`config.mk`:
```
export PLATFORM = sky130hd
export DESIGN_NAME = ascii_ps2_tx
export DESIGN_NICKNAME = d
export VERILOG_FILES = /design/src/rtl/ascii_ps2_tx.sv
export SDC_FILE = /design/constraint.sdc
export NUM_CORES = 1
export LEC_CHECK = 0
export ABC_AREA = 1
export CAP_MARGIN = 40
export CORE_ASPECT_RATIO = 0.9
export CORE_MARGIN = 2
export CORE_UTILIZATION = 50
export CTS_BUF_LIST = sky130_fd_sc_hd__clkbuf_4 sky130_fd_sc_hd__clkbuf_8 sky130_fd_sc_hd__clkbuf_16
export DETAILED_ROUTE_END_ITERATION = 8
export HOLD_SLACK_MARGIN = 0.06
export PLACE_DENSITY = 0.69
export SLEW_MARGIN = 40
export SYNTH_ARGS = -nofsm -noshare
export SYNTH_HDL_FRONTEND = slang
export SYNTH_SLANG_ARGS = --single-unit
```
`constraint.sdc`:
```
create_clock -name clk -period 3 [get_ports clk]
set_clock_uncertainty 0.2 [all_clocks]
set_input_delay 0.3 -clock clk [delete_from_list [all_inputs] [get_ports clk]]
set_output_delay 0.3 -clock clk [all_outputs]
set_load 0.01 [all_outputs]
```
`src/rtl/ascii_ps2_tx.sv`:
```
// ASCII character to PS/2 set-2 keystroke (make, F0, make) serialiser.
// Each byte goes out as an 11-bit device-to-host frame on ps2_clk/ps2_data.
module ascii_ps2_tx #(
   parameter int CLK_DIV = 4
) (
   input  logic       clk,
   input  logic       clrn,
   input  logic       ascii_valid,
   input  logic [7:0] ascii,
   output logic       ascii_ready,
   output logic       ps2_clk,
   output logic       ps2_data,
   output logic       busy,
   output logic       err
);

   typedef enum logic [2:0] {IDLE, DECODE, BIT_HI, BIT_LO, GAP} state_t;

   localparam int DW = $clog2(2 * CLK_DIV);
   localparam logic [DW-1:0] HALF_LAST = DW'(CLK_DIV - 1);
   localparam logic [DW-1:0] GAP_LAST  = DW'(2 * CLK_DIV - 1);

   // Returns {hit, make_code}; upper-case letters fold onto lower case.
   function automatic logic [8:0] lookup(input logic [7:0] c);
      logic [7:0] k;
      logic [8:0] r;
      k = (c >= 8'h41 && c <= 8'h5A) ? (c | 8'h20) : c;
      case (k)
         8'h61: r = {1'b1, 8'h1C};  8'h62: r = {1'b1, 8'h32};
         8'h63: r = {1'b1, 8'h21};  8'h64: r = {1'b1, 8'h23};
         8'h65: r = {1'b1, 8'h24};  8'h66: r = {1'b1, 8'h2B};
         8'h67: r = {1'b1, 8'h34};  8'h68: r = {1'b1, 8'h33};
         8'h69: r = {1'b1, 8'h43};  8'h6A: r = {1'b1, 8'h3B};
         8'h6B: r = {1'b1, 8'h42};  8'h6C: r = {1'b1, 8'h4B};
         8'h6D: r = {1'b1, 8'h3A};  8'h6E: r = {1'b1, 8'h31};
         8'h6F: r = {1'b1, 8'h44};  8'h70: r = {1'b1, 8'h4D};
         8'h71: r = {1'b1, 8'h15};  8'h72: r = {1'b1, 8'h2D};
         8'h73: r = {1'b1, 8'h1B};  8'h74: r = {1'b1, 8'h2C};
         8'h75: r = {1'b1, 8'h3C};  8'h76: r = {1'b1, 8'h2A};
         8'h77: r = {1'b1, 8'h1D};  8'h78: r = {1'b1, 8'h22};
         8'h79: r = {1'b1, 8'h35};  8'h7A: r = {1'b1, 8'h1A};
         8'h30: r = {1'b1, 8'h45};  8'h31: r = {1'b1, 8'h16};
         8'h32: r = {1'b1, 8'h1E};  8'h33: r = {1'b1, 8'h26};
         8'h34: r = {1'b1, 8'h25};  8'h35: r = {1'b1, 8'h2E};
         8'h36: r = {1'b1, 8'h36};  8'h37: r = {1'b1, 8'h3D};
         8'h38: r = {1'b1, 8'h3E};  8'h39: r = {1'b1, 8'h46};
         8'h20: r = {1'b1, 8'h29};  8'h0D: r = {1'b1, 8'h5A};
         8'h08: r = {1'b1, 8'h66};
         default: r = 9'h000;
      endcase
      return r;
   endfunction

   // Frame bit idx: 0 start, 1..8 data LSB first, 9 odd parity, 10 stop.
   function automatic logic frame_bit(input logic [7:0] b, input logic [3:0] idx);
      logic [3:0] j;
      logic       r;
      j = idx - 4'd1;
      if (idx == 4'd0)      r = 1'b0;
      else if (idx <= 4'd8) r = b[j[2:0]];
      else if (idx == 4'd9) r = ~^b;
      else                  r = 1'b1;
      return r;
   endfunction

   state_t          state, state_n;
   logic [DW-1:0]   div_cnt, div_n;
   logic [3:0]      bit_idx, bit_n;
   logic [1:0]      byte_idx, byte_n;
   logic [7:0]      code, code_n;
   logic [8:0]      hit_code;
   logic [7:0]      tx_byte;
   logic            busy_n, err_n, ready_n, clk_n, data_n;

   always_comb begin
      // NOTE: every signal gets a default first so no path leaves one unassigned (no latches).
      state_n  = state;
      div_n    = div_cnt;
      bit_n    = bit_idx;
      byte_n   = byte_idx;
      code_n   = code;
      busy_n   = busy;
      err_n    = 1'b0;
      hit_code = lookup(ascii);

      case (state)
         IDLE: begin
            if (ascii_valid) begin
               state_n = DECODE;
               if (hit_code[8]) begin
                  code_n = hit_code[7:0];
                  busy_n = 1'b1;
               end else begin
                  err_n = 1'b1;
               end
            end
         end
         // busy already tells whether the latched character had a mapping
         DECODE: begin
            div_n   = '0;
            bit_n   = 4'd0;
            byte_n  = 2'd0;
            state_n = busy ? BIT_HI : IDLE;
         end
         BIT_HI: begin
            if (div_cnt == HALF_LAST) begin
               div_n   = '0;
               state_n = BIT_LO;
            end else begin
               div_n = div_cnt + 1'b1;
            end
         end
         BIT_LO: begin
            if (div_cnt == HALF_LAST) begin
               div_n = '0;
               if (bit_idx == 4'd10) begin
                  state_n = GAP;
               end else begin
                  bit_n   = bit_idx + 4'd1;
                  state_n = BIT_HI;
               end
            end else begin
               div_n = div_cnt + 1'b1;
            end
         end
         GAP: begin
            if (div_cnt == GAP_LAST) begin
               div_n = '0;
               bit_n = 4'd0;
               if (byte_idx == 2'd2) begin
                  state_n = IDLE;
                  busy_n  = 1'b0;
               end else begin
                  byte_n  = byte_idx + 2'd1;
                  state_n = BIT_HI;
               end
            end else begin
               div_n = div_cnt + 1'b1;
            end
         end
         default: state_n = IDLE;
      endcase

      tx_byte = (byte_n == 2'd1) ? 8'hF0 : code_n;
      ready_n = (state_n == IDLE);
      clk_n   = (state_n != BIT_LO);
      data_n  = (state_n == BIT_HI || state_n == BIT_LO) ? frame_bit(tx_byte, bit_n) : 1'b1;
   end

   always_ff @(posedge clk) begin
      // NOTE: non-blocking assignments so every flop samples pre-edge values.
      if (!clrn) begin
         state       <= IDLE;
         div_cnt     <= '0;
         bit_idx     <= 4'd0;
         byte_idx    <= 2'd0;
         code        <= 8'h00;
         busy        <= 1'b0;
         err         <= 1'b0;
         ascii_ready <= 1'b1;
         ps2_clk     <= 1'b1;
         ps2_data    <= 1'b1;
      end else begin
         state       <= state_n;
         div_cnt     <= div_n;
         bit_idx     <= bit_n;
         byte_idx    <= byte_n;
         code        <= code_n;
         busy        <= busy_n;
         err         <= err_n;
         ascii_ready <= ready_n;
         ps2_clk     <= clk_n;
         ps2_data    <= data_n;
      end
   end

endmodule

```
==> results of run 1 <==
-- worst min-delay path by stage --
stage,slack (ns),end,from,depth (start not counted)
after floorplan,0.17,ascii_ready,clrn,1
after global placement,0.26,div_cnt[1],div_cnt[1],2
after detailed placement,0.27,div_cnt[1],div_cnt[1],2
after CTS,0.28,div_cnt[1],div_cnt[1],2
after global routing,0.32,div_cnt[1],div_cnt[1],2
final,0.28,div_cnt[1],div_cnt[1],2
-- Yosys cell counts (2+ instances only) --
cell        n  area [µm²]
a21oi_1    13        65.1
buf_2       3        15.0
buf_4       3        22.5
clkbuf_1    5        18.8
dfxtp_1    25         500
ha_1       16         200
inv_1      55         206
inv_2       2        7.51
nand2_1   144         541
nand2_2     6        37.5
nand2_4     4        45.0
nand3_1    55         275
nand3_2     6        60.1
nand4_1     8        50.1
nor2_1     41         154
nor3_1      5        25.0
o211ai_1    2        15.0
o21ai_0    21         105
o21ai_1     2        10.0
o21ai_2     3        26.3
or2_1       2        12.5
-- routing by layer --
metal / global-route usage (%) / up-vias / part of all wire, %
li1: - / 1500 / -
met1: 35.8 / 1340 / 49
met2: 41.3 / 86 / 45
met3: 3.95 / 4 / 5.7
met4: 2.53 / 0 / 0.30
met5: 0 / - / 0
-- state kept, by name, summed over array words and instances (netlist names) --
name,flops
ps2_clk,1
ps2_data,1
state,3
ascii_ready,1
busy,1
bit_idx,4
div_cnt,3
err,1
code,8
byte_idx,2
-- timing repair --
action	CTS	global route
hold endpoints to repair	0	0
buffers inserted	0	4
gates resized for setup	0	27
setup endpoints to repair	0	1
-- power by group through the flow --
stage / sequential, µW / clock, µW / combinational, µW
6_report: 346 / 208 / 335
5_1_grt: 348 / 224 / 375
4_1_cts: 346 / 217 / 310
3_5_place_dp: 354 / 0 / 309
3_3_place_gp: 354 / 0 / 308
2_1_floorplan: 355 / 0 / 195
-- final cells by class --
class / count / area share [%]
Inverter: 59 / 7.04
Tap cell: 65 / 2.56
Timing Repair Buffer: 66 / 17.5
Sequential cell: 25 / 15.7
Clock inverter: 1 / 0.236
Clock buffer: 3 / 1.30
Multi-Input combinational cell: 337 / 55.6
-- per-stage QoR --
step                      TNS [ns]  worst slack (ns)  total power (µW)  cells  cell area (µm²)
after floorplan                  0             0.504               551    433             2490
after global placement      -0.166            -0.166               662    548             3000
after detailed placement    -0.202            -0.202               663    548             3000
after CTS                        0            0.0834               874    552             3050
after global routing      -0.00188          -0.00188               947    556             3180
final                            0             0.338               890    556             3180
-- logic make-up (layout without fill, tap and decap cells) --
group / count (synthesis) / after routing / synth area share, %
AND/OR/NAND/NOR: 273 / 273 / 49.0
AO/OA/AOI/OAI: 47 / 47 / 10.8
adder cells (fa/ha/maj): 16 / 16 / 8.05
buffers and inverters: 71 / 129 / 11.7
XOR/XNOR: 1 / 1 / 0.352
flip-flops: 25 / 25 / 20.1
-- worst min-delay path, cell delays in order, from the launching register on --
cell and delay (ns):
dfxtp_1 0.33, nand2_1 0.06, a21oi_1 0.05
==> summary.md, run 1 <==
| Metric | Value |
|---|---|
| Post-DP HPWL | `5.27 mm` |
| Synth warnings | `0` |
| CTS Buffer Depth | `2` |
| TritonRoute pass-1 iters | `7` |
| CP endpoint kind | `register` |
| Die Wd | `78.3 µm` |
| Port bufs | `15` |
| Required @ worst endpoint | `3.02 ns` |
| Sequential Power Share | `38.9%` |
| Multi-input logic area | `1770 µm²` |
| Most used cell, CP | `nand2_1` |
| Largest net degree at the start of global routing | `21` |
| R2R depth | `17` |
| Setup crit end | `ps2_data` |
| Crit Reg-Reg Startpoint | `state[0]` |
| Clock transition at path regs | `0.10 ns` |
| Peak VDD IR | `274 µV` |
| CTS root buffer | `clkbuf_8` |
| Wire length per cell | `12.1 µm` |
| Post-DRT Antenna Nets | `0` |
| Slew margin rel. | `55.1%` |
| Max-slew violation total from the final report | `0` |
| I/O pin cnt | `16` |
| Comb pwr share | `37.7%` |
| Critical path class | `reg -> reg` |
| Syn Area/Cell | `5.74 µm²` |
| Cells after Synth | `433` |
| Clock buffer count from CTS | `3` |
| Rows | `24` |
| Slowest stage delay, CP | `0.34 ns` |
| Die height | `70.9 µm` |
| Via count | `2930` |
| Critical path origin | `state[0]` |
| Starting density of the core | `51.7%` |
| Final core utilization | `66.2%` |
| Die area | `5550 µm²` |
| Syn Nets | `460` |
| Initial antenna violation count | `0` |
| Core ar. | `4800 µm²` |
| Tot GR Track Use | `25.0%` |
| Kind of cell adding the most delay to the critical path | `simple AND/OR/NAND/NOR gates` |
| Startpoint type of the worst setup path | `register` |
| Commonest non-fill, non-tap cell in the layout | `nand2_1` |
| Slew @ Worst Pin | `0.673 ns` |
| Setup slack, reg-to-reg | `0.34 ns` |
| PD cells | `280 nW/µm²` |
| Lkg Pwr | `0.00162 µW` |
| Flops & latches, synth | `25` |
| Max-Cap Viols | `0` |
| Register Area | `500 µm²` |
| Remaining Overflow, GRT | `0` |
| Sequential area share after synthesis | `20.1%` |
| Post-DR vias/cell | `5.27` |
| Final nets | `519` |
| Distinct cells, synth | `33` |
| CTS H-tree depth | `1` |
| Max FO, Critical Path | `5` |
| First-pass GRT wire length | `11.6 mm` |
| Status | `finished clean` |
| CP bufs+invs | `2` |
| Critical Path, Cell by Cell | `nor2_1, nand2_1, nand2_1, nor2_1, nor2_1, nand2_1, a21oi_1, ha_1, inv_1, nand2_1, inv_1, nand2_1, nand3_1, nand2_1, a21oi_1, nand2_1, nand2_1` |
| Timing-limited maximum frequency | `376 MHz` |
| WL final | `6.72 mm` |
| Final hold violations | `0` |
| TritonCTS clock tree | `built` |
| Number of synthesized flops with an enable pin | `0` |
| DRT iter0 DRCs | `162` |
| Sw Pwr | `312 µW` |
| Async S/R FF share, synth | `0%` |
| Tcrit/Tclk final | `88.7%` |
| Synth Flop Type | `dfxtp_1` |
| Clock Latency Late Sink | `0.27 ns` |
| Min-Delay Path Class | `reg -> reg` |
| CTS sink count | `25` |
| Vias in the first global route | `2608` |
| Clock Power Share | `23.4%` |
| Fillcell total | `438` |
| Final setup fails | `0` |
| Area delta synth->final | `27.9%` |
| Post-Syn Area | `2490 µm²` |
| Sw Ratio | `35.1%` |
| Gpl congestion | `0.971` |
| # DRC | `0` |
| Commonest non-fill, non-tap cells in the layout | `nand2_1, nand3_1, inv_1` |
| CP max stage cell | `dfxtp_1` |
| Diode count | `0` |
| Final hold slack | `0.284 ns` |
| Share of cells above drive strength 1 | `19.1%` |
| Reg2reg end | `ps2_data` |
| Crit path DAT | `2.68 ns` |
| Min Tclk post-route | `2.66 ns` |
| CTS Hold Buffers Added | `0` |
| WP depth | `17` |
| Internal power | `578 µW` |
(Power assumes the default switching activity.)
==> inputs of run 2 (changes only) <==
--- a/config.mk
+++ b/config.mk
@@ -14,7 +14,7 @@
 export DETAILED_ROUTE_END_ITERATION = 8
 export HOLD_SLACK_MARGIN = 0.06
 export PLACE_DENSITY = 0.69
-export SLEW_MARGIN = 40
+export SLEW_MARGIN = 20
 export SYNTH_ARGS = -nofsm -noshare
 export SYNTH_HDL_FRONTEND = slang
 export SYNTH_SLANG_ARGS = --single-unit
==> results of run 2 <==
No change in the layout: final DEF, timing and power equal those of run 1.
==> inputs of run 3 (changes only) <==
--- a/config.mk
+++ b/config.mk
@@ -9,11 +9,10 @@
 export CAP_MARGIN = 40
 export CORE_ASPECT_RATIO = 0.9
 export CORE_MARGIN = 2
-export CORE_UTILIZATION = 50
+export CORE_UTILIZATION = 30
 export CTS_BUF_LIST = sky130_fd_sc_hd__clkbuf_4 sky130_fd_sc_hd__clkbuf_8 sky130_fd_sc_hd__clkbuf_16
 export DETAILED_ROUTE_END_ITERATION = 8
 export HOLD_SLACK_MARGIN = 0.06
-export PLACE_DENSITY = 0.69
 export SLEW_MARGIN = 20
 export SYNTH_ARGS = -nofsm -noshare
 export SYNTH_HDL_FRONTEND = slang
==> run 3 against run 2 <==
Compared with the run above: sequential share of layout area fell by 0.074 points; sequential power about the same; register-to-register slack got worse by 0.09 ns; total power shrank 0.57%; cell area grew 0.47%; maximum frequency decreased by 5.2%; highest routed layer unchanged; sequential cell count unchanged; worst setup slack got worse by 0.15 ns; critical path type is now in -> reg; wire length grew 1.4%.
==> summary.md, run 3 (synthesized netlist as in run 1, its figures left out) <==
| Metric | Value |
|---|---|
| Status | `finished clean (unchanged)` |
| Diode count | `0 (unchanged)` |
| I/O pin cnt | `16 (unchanged)` |
| Internal power | `577 µW (was 578 µW)` |
| Die height | `90.4 µm (was 70.9 µm)` |
| TritonCTS clock tree | `built (unchanged)` |
| Kind of cell adding the most delay to the critical path | `simple AND/OR/NAND/NOR gates (unchanged)` |
| Commonest non-fill, non-tap cells in the layout | `nand2_1, inv_1, buf_4 (was nand2_1, nand3_1, inv_1)` |
| CTS root buffer | `clkbuf_8 (unchanged)` |
| Peak VDD IR | `136 µV (was 274 µV)` |
| Layout Cells excl Fill | `592 (was 556)` |
| Biggest regs | `code (8), bit_idx (4) (unchanged)` |
| Tot Pwr | `885 µW (was 890 µW)` |
| Slew margin rel. | `55.5% (was 55.1%)` |
| Share of cells above drive strength 1 | `19.1% (about the same)` |
| Vias in the first global route | `2520 (was 2608)` |
| Min Tclk post-route | `2.81 ns (was 2.66 ns)` |
| Largest Register | `code (unchanged)` |
| CTS sink count | `25 (unchanged)` |
| First-pass GRT wire length | `11.6 mm (about the same)` |
| TritonRoute pass-1 iters | `5 (was 7)` |
| Critical Path, Cell by Cell | `clkdlybuf4s50_1, buf_4, ha_2, nand2_4, nand3_2, nand3_2, nand2_4, nand2_1, a21oi_2, nand3_4, buf_4, nand2_2, o21ai_2, nand3_1, nand2_1, nand2_1, nand2_1, nand3_1, nand3_1, nand2_1, nand2_1 (was nor2_1, nand2_1, nand2_1, nor2_1, nor2_1, nand2_1, a21oi_1, ha_1, inv_1, nand2_1, inv_1, nand2_1, nand3_1, nand2_1, a21oi_1, nand2_1, nand2_1)` |
| Lkg Pwr | `0.00161 µW (was 0.00162 µW)` |
| Tot GR Track Use | `15.1% (was 25.0%)` |
| Final hold violations | `0 (unchanged)` |
| Rows | `31 (was 24)` |
| DRT iter0 DRCs | `193 (was 162)` |
| Placed Cells | `586 (was 548)` |
| Post-DR vias/cell | `4.85 (was 5.27)` |
| Post-DP HPWL | `5.52 mm (was 5.27 mm)` |
| Slowest stage delay, CP | `0.51 ns (was 0.34 ns)` |
| Sw Pwr | `307 µW (was 312 µW)` |
| Timing-limited maximum frequency | `356 MHz (was 376 MHz)` |
| Commonest non-fill, non-tap cell in the layout | `nand2_1 (unchanged)` |
| Critical path class | `in -> reg (was reg -> reg)` |
| Largest net degree at the start of global routing | `21 (unchanged)` |
| Max-slew violation total from the final report | `0 (unchanged)` |
| Min-Delay Path Class | `reg -> reg (unchanged)` |
| Tcrit/Tclk final | `93.6% (was 88.7%)` |
| Max-Cap Viols | `0 (unchanged)` |
| Initial antenna violation count | `0 (unchanged)` |
| Area delta synth->final | `28.5% (was 27.9%)` |
| CTS Hold Buffers Added | `0 (unchanged)` |
| Most used cell, CP | `nand2_1 (unchanged)` |
| PD cells | `277 nW/µm² (was 280 nW/µm²)` |
| Final nets | `521 (was 519)` |
| Final setup fails | `0 (unchanged)` |
| Starting density of the core | `31.0% (was 51.7%)` |
| Die area | `9030 µm² (was 5550 µm²)` |
| Clock buffer count from CTS | `3 (unchanged)` |
| Gpl congestion | `0.911 (was 0.971)` |
| Sw Ratio | `34.7% (was 35.1%)` |
| Remaining Overflow, GRT | `0 (unchanged)` |
| Startpoint type of the worst setup path | `primary input (was register)` |
| Largest register FFs | `8 (unchanged)` |
| CP endpoint kind | `register (unchanged)` |
| WL final | `6.82 mm (was 6.72 mm)` |
| Sequential Power Share | `39.2% (was 38.9%)` |
| Clock Power Share | `23.0% (was 23.4%)` |
| Wire length per cell | `11.5 µm (was 12.1 µm)` |
| CTS Buffer Depth | `2 (unchanged)` |
| CP max stage cell | `clkdlybuf4s50_1 (was dfxtp_1)` |
| Core ar. | `8030 µm² (was 4800 µm²)` |
| Via count | `2869 (was 2930)` |
| Port bufs | `15 (unchanged)` |
| Comb pwr share | `37.8% (was 37.7%)` |
| Max FO, Critical Path | `8 (was 5)` |
| Die Wd | `100 µm (was 78.3 µm)` |
| Slew @ Worst Pin | `0.667 ns (was 0.673 ns)` |
| Clock Latency Late Sink | `0.27 ns (about the same)` |
| Clock transition at path regs | `0.09 ns (was 0.10 ns)` |
| CTS H-tree depth | `1 (unchanged)` |
| # DRC | `0 (unchanged)` |
| CP bufs+invs | `3 (was 2)` |
| Post-DRT Antenna Nets | `0 (unchanged)` |
| Crit path DAT | `2.77 ns (was 2.68 ns)` |
| Required @ worst endpoint | `2.96 ns (was 3.02 ns)` |
[run 3: changes by cell type in the layout (fill, tap and decap cells not counted), moves of 2 or more]
cell             change
inv_2                -2
clkdlybuf4s50_1      +2
buf_6                -4
ha_2                 -2
dlymetal6s2s_1       -2
nand3_2              +2
inv_1                +2
buf_4                +6
ha_1                 +3
[run 3: routing by layer]
metal	GRT usage [%]	wire, µm
met1	23.1	3600
met2	22.7	2850
met3	2.48	331
met4	1.94	32
met5	0	0
[run 3: worst register-to-register path: stages, from the launching register on]
cell	delay, ns
dfxtp_1	0.33
ha_1	0.23
ha_1	0.26
o21ai_0	0.18
nand2_1	0.06
o21ai_0	0.10
nor2_1	0.08
inv_1	0.40
nand2_1	0.20
nand3_1	0.12
nand2_1	0.09
nand2_1	0.08
nand2_1	0.06
nand3_1	0.06
nand3_1	0.06
nand2_1	0.06
nand2_1	0.05
[run 3: per-stage QoR]
step / utilization, % / TNS, ns / cell area (µm²) / hold WS [ns] / setup WS, ns
detailed placement: 38.3 / -0.206 / 3080 / 0.278 / -0.206
finish: 39.8 / 0 / 3190 / 0.287 / 0.191
floorplan: - / 0 / 2490 / 0.169 / 0.504
CTS: 38.9 / 0 / 3120 / 0.292 / 0.0836
global route: 39.8 / -0.0100 / 3190 / 0.309 / -0.0100
global placement: 38.3 / -0.132 / 3080 / 0.262 / -0.132
[run 3: what timing repair did]
action,CTS,global route
resized for setup,0,16
endpoints found under the setup margin,0,1
buffers inserted,0,2
[run 3: path summary, 6_finish.rpt]
check,from,end,cells past startpoint,slack (ns)
setup / recovery,ascii[1],ps2_data,21,0.19
hold / removal,div_cnt[1],div_cnt[1],2,0.29
setup reg to reg,div_cnt[0],ps2_data,16,0.25
hold reg to reg,div_cnt[1],div_cnt[1],2,0.29
[run 3: area by class of cell]
cell class	count	area, µm²
clock buffers	3	41.3
clock inverters	1	7.51
fillers	837	4830
inverters	59	224
multi-input cells	337	1750
flip-flops and latches	25	500
well taps	99	124
repair buffers	68	551
[run 3: power groups by stage]
stage | sequential, µW | clock (µW) | combinational [µW]
3_3_place_gp | 355 | 0 | 318
6_report | 347 | 204 | 334
2_1_floorplan | 355 | 0 | 195
4_1_cts | 347 | 214 | 321
3_5_place_dp | 355 | 0 | 320
5_1_grt | 348 | 226 | 372
